File: config.mk
export PLATFORM = sky130hd
export DESIGN_NAME = alu_7bit_shl_seq
export DESIGN_NICKNAME = d
export VERILOG_FILES = /design/src/rtl/alu_7bit_shl_seq.sv
export SDC_FILE = /design/constraint.sdc
export NUM_CORES = 1
export LEC_CHECK = 0
export ABC_AREA = 1
export CAP_MARGIN = 15
export CORE_ASPECT_RATIO = 1.4
export CORE_MARGIN = 8
export CORE_UTILIZATION = 41
export DETAILED_ROUTE_END_ITERATION = 12
export HOLD_SLACK_MARGIN = 0.12
export PLACE_DENSITY = 0.81
export SYNTH_ARGS = -nofsm -noshare
export SYNTH_HDL_FRONTEND = slang
export SYNTH_SLANG_ARGS = --single-unit
File: constraint.sdc
create_clock -name clk -period 1.2 [get_ports clk]
set_input_delay 0.24 -clock clk [delete_from_list [all_inputs] [get_ports clk]]
set_output_delay 0.24 -clock clk [all_outputs]
set_load 0.05 [all_outputs]
File: src/rtl/alu_7bit_shl_seq.sv
// Multi-cycle 7-bit ALU: bitwise NOT (one cycle) and logical left shift by B,
// iterated one bit position per clock. Valid/ready handshake on both sides.
// All outputs (result, ZF, in_ready, out_valid) come straight from registers.
module alu_7bit_shl_seq #(
    parameter int unsigned WIDTH = 7,
    parameter int unsigned CNTW  = 3
) (
    input  logic             clk,
    input  logic             rst_n,
    input  logic             in_valid,
    output logic             in_ready,
    input  logic [WIDTH-1:0] A,
    input  logic [WIDTH-1:0] B,
    input  logic             OP,
    output logic             out_valid,
    input  logic             out_ready,
    output logic [WIDTH-1:0] result,
    output logic             ZF
);

    typedef enum logic [1:0] {StIdle, StShift, StDone} state_t;

    state_t            state_q;
    logic [CNTW-1:0]   cnt_q;
    logic [CNTW-1:0]   amt;
    logic [WIDTH-1:0]  not_a;
    logic [WIDTH-1:0]  shifted;

    // Shift amount clamped on the full B: anything >= WIDTH clears every bit anyway.
    always_comb begin
        amt     = (B >= WIDTH'(WIDTH)) ? CNTW'(WIDTH) : B[CNTW-1:0];
        not_a   = ~A;
        shifted = {result[WIDTH-2:0], 1'b0};
    end

    // Control FSM with registered result, flag and handshake outputs.
    always_ff @(posedge clk or negedge rst_n) begin
        if (!rst_n) begin
            state_q   <= StIdle;
            cnt_q     <= '0;
            result    <= '0;
            ZF        <= 1'b0;
            in_ready  <= 1'b1;
            out_valid <= 1'b0;
        end else begin
            unique case (state_q)
                StIdle: begin
                    if (in_valid) begin
                        in_ready <= 1'b0;
                        if (!OP) begin
                            result    <= not_a;
                            ZF        <= (not_a == '0);
                            out_valid <= 1'b1;
                            state_q   <= StDone;
                        end else if (amt == '0) begin
                            result    <= A;
                            ZF        <= (A == '0);
                            out_valid <= 1'b1;
                            state_q   <= StDone;
                        end else begin
                            result  <= A;
                            cnt_q   <= amt;
                            state_q <= StShift;
                        end
                    end
                end
                StShift: begin
                    result <= shifted;
                    cnt_q  <= cnt_q - 1'b1;
                    // Last shift: ZF must reflect the value being written now.
                    if (cnt_q == CNTW'(1)) begin
                        ZF        <= (shifted == '0);
                        out_valid <= 1'b1;
                        state_q   <= StDone;
                    end
                end
                StDone: begin
                    // Result and ZF hold until the consumer takes them.
                    if (out_ready) begin
                        ZF        <= 1'b0;
                        out_valid <= 1'b0;
                        in_ready  <= 1'b1;
                        state_q   <= StIdle;
                    end
                end
                default: begin
                    ZF        <= 1'b0;
                    out_valid <= 1'b0;
                    in_ready  <= 1'b1;
                    state_q   <= StIdle;
                end
            endcase
        end
    end

endmodule
; Word level (Yosys, flattened, before mapping)
; Index checks and enable logic that the tools add are counted.
[op_classes]
add_sub_neg = 1
magnitude_cmp = 1
eq_ne = 9
muxes = 28
bitwise = 2
n_reduce_logical = 11
[ops]
columns = cell, count
row1 = 7-bit zero test, 3
row2 = 7-bit two-way mux, 2
row3 = 7-bit one-hot mux with 2 select lines, 1
row4 = 3-bit two-way mux, 4
row5 = 1-bit two-way mux, 11
row6 = 2-bit two-way mux, 5
row7 = 2-bit != test (second input constant), 5
row8 = 1-bit one-hot mux with 3 select lines, 3
row9 = 4-bit AND reduction, 2
row10 = 7-bit by 3-bit greater-or-equal comparator with 1-bit output (second input constant), 1
row11 = 7-bit inverter, 1
row12 = 2-bit one-hot mux with 3 select lines, 1
row13 = 3-bit one-hot mux with 2 select lines, 1
row14 = 3-bit AND reduction, 2
row15 = 3-bit by 1-bit == test with 1-bit output (second input constant), 1
row16 = 3-bit zero test, 1
row17 = 3-bit != test (second input constant), 1
row18 = 3-bit by 1-bit subtractor with 3-bit output (second input constant), 1
row19 = 2-bit by 1-bit == test with 1-bit output (second input constant), 1
row20 = 2-bit == test (second input constant), 1
row21 = 2-bit zero test, 1
row22 = 2-bit AND reduction, 1
row23 = 2-bit nonzero test, 1
row24 = 1-bit inverter, 1
[totals]
register_bits = 15
in_bits = 19
output_inout_bits = 10
wordCells = 58

; Logic depth before layout (Yosys ltp)
[depth]
depth_word = 7
depth_mapped = 9
ltp_nobuf = 9

; Worst setup path before layout
; No wires, ideal clock.
[synth_path]
kind = reg2reg
startpoint = register state_q[1]
endpoint = register ZF
setup_ns = 0.116
arrival_time_ns = 1.023
t_required_ns = 1.084
path_slack_ns = 0.061
path_stages_with_launch = 9
n_path_buf = 0
synth_period_minus_slack_ns = 1.139
path_cell_list = dfrtp_1 -> nor2_2 -> nand2_4 -> nand2_1 -> a21oi_2 -> nand2_2 -> inv_2 -> nand2_2 -> nand2_2
[synth_between]
elab_chain_cells = 3
elab_cells_between_ends = 9
cone_classes = eq/ne: 6 / mux: 1 / reduce/logical: 2
[synth_rtl]
columns = item, line_no
row1 = "start, declared", 23  ; state_t state_q;
row2 = "start signal, assigned", 39  ; state_q <= StIdle;
row3 = "start signal, assigned", 54  ; state_q <= StDone;
row4 = "start signal, assigned", 59  ; state_q <= StDone;
row5 = 2-bit by 1-bit == test with 1-bit output (tied with other cells), 46  ; unique case (state_q)
row6 = 2-bit != test (no line) / 3-bit != test (equally long branches), n/a
row7 = 4-bit AND reduction (no line), n/a
row8 = "end signal, assigned", 52  ; ZF <= (not_a == '0);
row9 = "end signal, assigned", 57  ; ZF <= (A == '0);
row10 = "end signal, assigned", 72  ; ZF <= (shifted == '0);
row11 = "end, declared", 18  ; output logic ZF
; Several ways; a longest one is shown, not always the timed one.
; A chain may end at the register's enable or synchronous reset.

; Worst setup path in the final report
[layout_path]
startpoint = register state_q[0]
endpoint = register out_valid
[layout_between]
elab_chain_cells = 3
elab_cells_between_ends = 9
cone_classes = eq/ne: 6 / mux: 1 / reduce/logical: 2
[layout_rtl]
columns = item, line_no
row1 = 2-bit by 1-bit == test with 1-bit output (tied with other cells), 46
row2 = 2-bit != test (no line) / 3-bit != test (equally long branches), n/a
row3 = 4-bit AND reduction (no line), n/a
row4 = "end signal, assigned", 44  ; out_valid <= 1'b0;
row5 = "end signal, assigned", 53  ; out_valid <= 1'b1;
row6 = "end signal, assigned", 58  ; out_valid <= 1'b1;
row7 = "end, declared", 15  ; output logic out_valid,
; Several ways; a longest one is shown, not always the timed one.

==> results.toml <==
[sta]
hold_ws_ns = 0.156
finalCriticalPeriod_ns = 1.38
slew_headroom = 0.795
fin_setup_tns_ns = -1.00
finalHoldViolCount = 0
fin_crit_sh = 1.15
rsz0062_at_grt = "yes"
max_freq_mhz = 724
slew_viol_final = 0
clock_skew_ns = 0.00468
fin_ws_ns = -0.181
worst_pin_slew_ns = 0.306
setup_viol = 11

[detailed_routing]
initialDrtViolationCount = 43
wl_mm = 3.49
post-route-drc-count = 0
dr.pass1.iters = 4
antenna_left = 0
wl_per_cell_um = 16.2
vias = 1165
vias_per_cell = 5.42

[clocking]
max-clock-path-buffers = 2
cts.root.buffer_cell = "clkbuf_4"
clk_pin_slew_ns = 0.10
clk_latency_ns = 0.30
clock-sinks = 15
cts_tree = "built"
cts_made_buffers = 3
htreeDepth = 1
hold_buffers = 0

[setup_path]
path_max_fanout = 5
critPathKind = "register to register"
worst_ep_required_time_ns = 1.40
worstSetupStartpointType = "register"
cp.arrival_ns = 1.58
worst_setup_path_end_kind = "register"

[yosys]
synth_most_common_cell = "nand2_1"
synth_top_cell_by_area = "dfrtp_1"
ys.flop_type = "dfrtp_1"
ys_async_sr_fraction = 1.00
synth_common_cells = "nand2_1 (34), inv_1 (19), dfrtp_1 (14), nor2_1 (14), o21ai_0 (11)"
netlist_area_um2 = 970
syn_inst = 137
synth-edff-count = 0
synth.distinct_cells = 22
yosysWarnings = 0
synth_nets = 158
ys_ff_latch = 15
yosysSeqAreaShare = 0.388
yosys-top-cells-area = "dfrtp_1 (36%), nand2_1 (13%), inv_1 (7.4%)"
synth_top_area_share = 0.361
avgSynthCellArea_um2 = 7.08

[flow_run]
max_cap_violations = 0

[floorplanning]
num_rows = 21
coreArea_mm2 = 0.00231
die_area_mm2 = 0.00420
start_util = 0.419
die_x_um = 57.1
io_pins = 29
dieHeight_um = 73.5

[global_route]
grt_pass1_vias = 1119
top_usage_layer = "met2"
gr-total-overflow = 0
antenna_found_initial = 0
grt_max_degree = 11
met1_usage = 0.148
use_met3 = 0.0225
grt_pass1_wl_mm = 5.05
grt_usage = 0.149
use_met2 = 0.278

[placement]
port_buffers = 28
gp_congestion = 0.839
place_area_mm2 = 0.00151
pre_cts_slack_ns = -0.284
hpwl_mm = 2.38

[layout]
final_cell_area_mm2 = 0.00169
drive_gt1_frac = 0.359
multi_input_area_um2 = 571
fill_cells = 182
final_nets = 214
syn_to_final_growth_pct = 74.3
antenna_cells = 0
seq_area_um2 = 382

[worst_hold_path]
hp-class = "input pin to async pin"

[pwr]
power_density_mw_per_mm2 = 2860
power_leakage_nw = 0.833
vdd_ir_drop_max_uv = 1840

[outcome]
status = "complete, but fails checks"
violations = "setup timing"
## layer usage
layer	part of all wire	routed length, µm	vias up
met2	0.55	1920	37
li1	-	-	551
met5	0	0	-
met3	0.034	119	12
met1	0.38	1310	565
met4	0.041	142	0
## power breakdown
part	switching [mW]	total [mW]	internal, mW
Combinational	1.79	3.35	1.56
Sequential	0.375	1.17	0.794
Clock	0.186	0.316	0.130
Total	2.35	4.83	2.48
## kinds of logic after synthesis
family,count (synthesis),share of synthesized area
simple gates,67,0.314
compound gates,26,0.138
buf+inv,23,0.0981
flops,15,0.388
xor+xnor,4,0.0361
fa+ha+maj,2,0.0258
## path summary, 6_finish.rpt
path                                               to                    from  slack [ns]  cells after the start
worst min-delay path                   ZF$_DFFE_PN0P_                   rst_n        0.16                      1
max in group asynchronous       result[2]$_DFFE_PN0P_                   rst_n        0.59                      2
worst max-delay path            out_valid$_DFFE_PN0P_  state_q[0]$_DFFE_PN0P_       -0.18                      8
worst min register to register   in_ready$_DFFE_PN1P_    in_ready$_DFFE_PN1P_        0.51                      2
min in group clk                 in_ready$_DFFE_PN1P_    in_ready$_DFFE_PN1P_        0.51                      2
worst max register to register  out_valid$_DFFE_PN0P_  state_q[0]$_DFFE_PN0P_       -0.18                      8
## final cells by class
type / count / share of cell area
sequential: 15 / 0.226
clock buffer: 4 / 0.0155
timing repair buffer: 53 / 0.353
tap: 23 / 0.0170
multi-input combinational: 99 / 0.338
inverter: 21 / 0.0511
## worst max-delay path, cell delays in order (launching register included)
cell      delay [ns]
dfrtp_1         0.44
inv_2           0.10
buf_6           0.12
nand3b_1        0.12
nand2_2         0.09
a21oi_2         0.15
nand2_2         0.13
nand2_1         0.08
o21ai_1         0.06
## sequential cells by signal (all words and copies together) (netlist names)
name	flops
state_q	2
cnt_q	3
out_valid	1
ZF	1
in_ready	1
result	7
## layout by cell type, fill, tap and decap left out, types with 2 or more instances in the layout
| master | n |
|---|---|
| buf_12 | 10 |
| o21ai_0 | 3 |
| ha_1 | 2 |
| inv_1 | 17 |
| nor2_1 | 12 |
| buf_4 | 18 |
| a21oi_1 | 2 |
| nand2_4 | 2 |
| nor2_4 | 2 |
| nand2_2 | 5 |
| o21ai_1 | 12 |
| clkbuf_4 | 3 |
| buf_6 | 7 |
| nand3_1 | 5 |
| clkdlybuf4s50_1 | 17 |
| nor3_4 | 2 |
| nand4_1 | 3 |
| nand2_1 | 32 |
| inv_2 | 2 |
| xnor2_1 | 4 |
| dfrtp_1 | 10 |
| a21oi_2 | 5 |
| o21ai_2 | 4 |
| dfrtp_2 | 4 |
## stage by stage
stage	instances	power [mW]	util
after floorplan	137	2.56	-
after global placement	206	3.87	0.654
after detailed placement	206	3.95	0.654
after CTS	212	4.39	0.682
after global routing	215	5.10	0.731
final	215	4.83	0.731
## what timing repair did
item | in CTS | in global routing
gates resized for setup | 9 | 34
setup endpoints to repair | 12 | 16
buffers inserted | 4 | 4
pin swaps | 4 | 11
No activity file was read; power rests on OpenSTA's default activity.
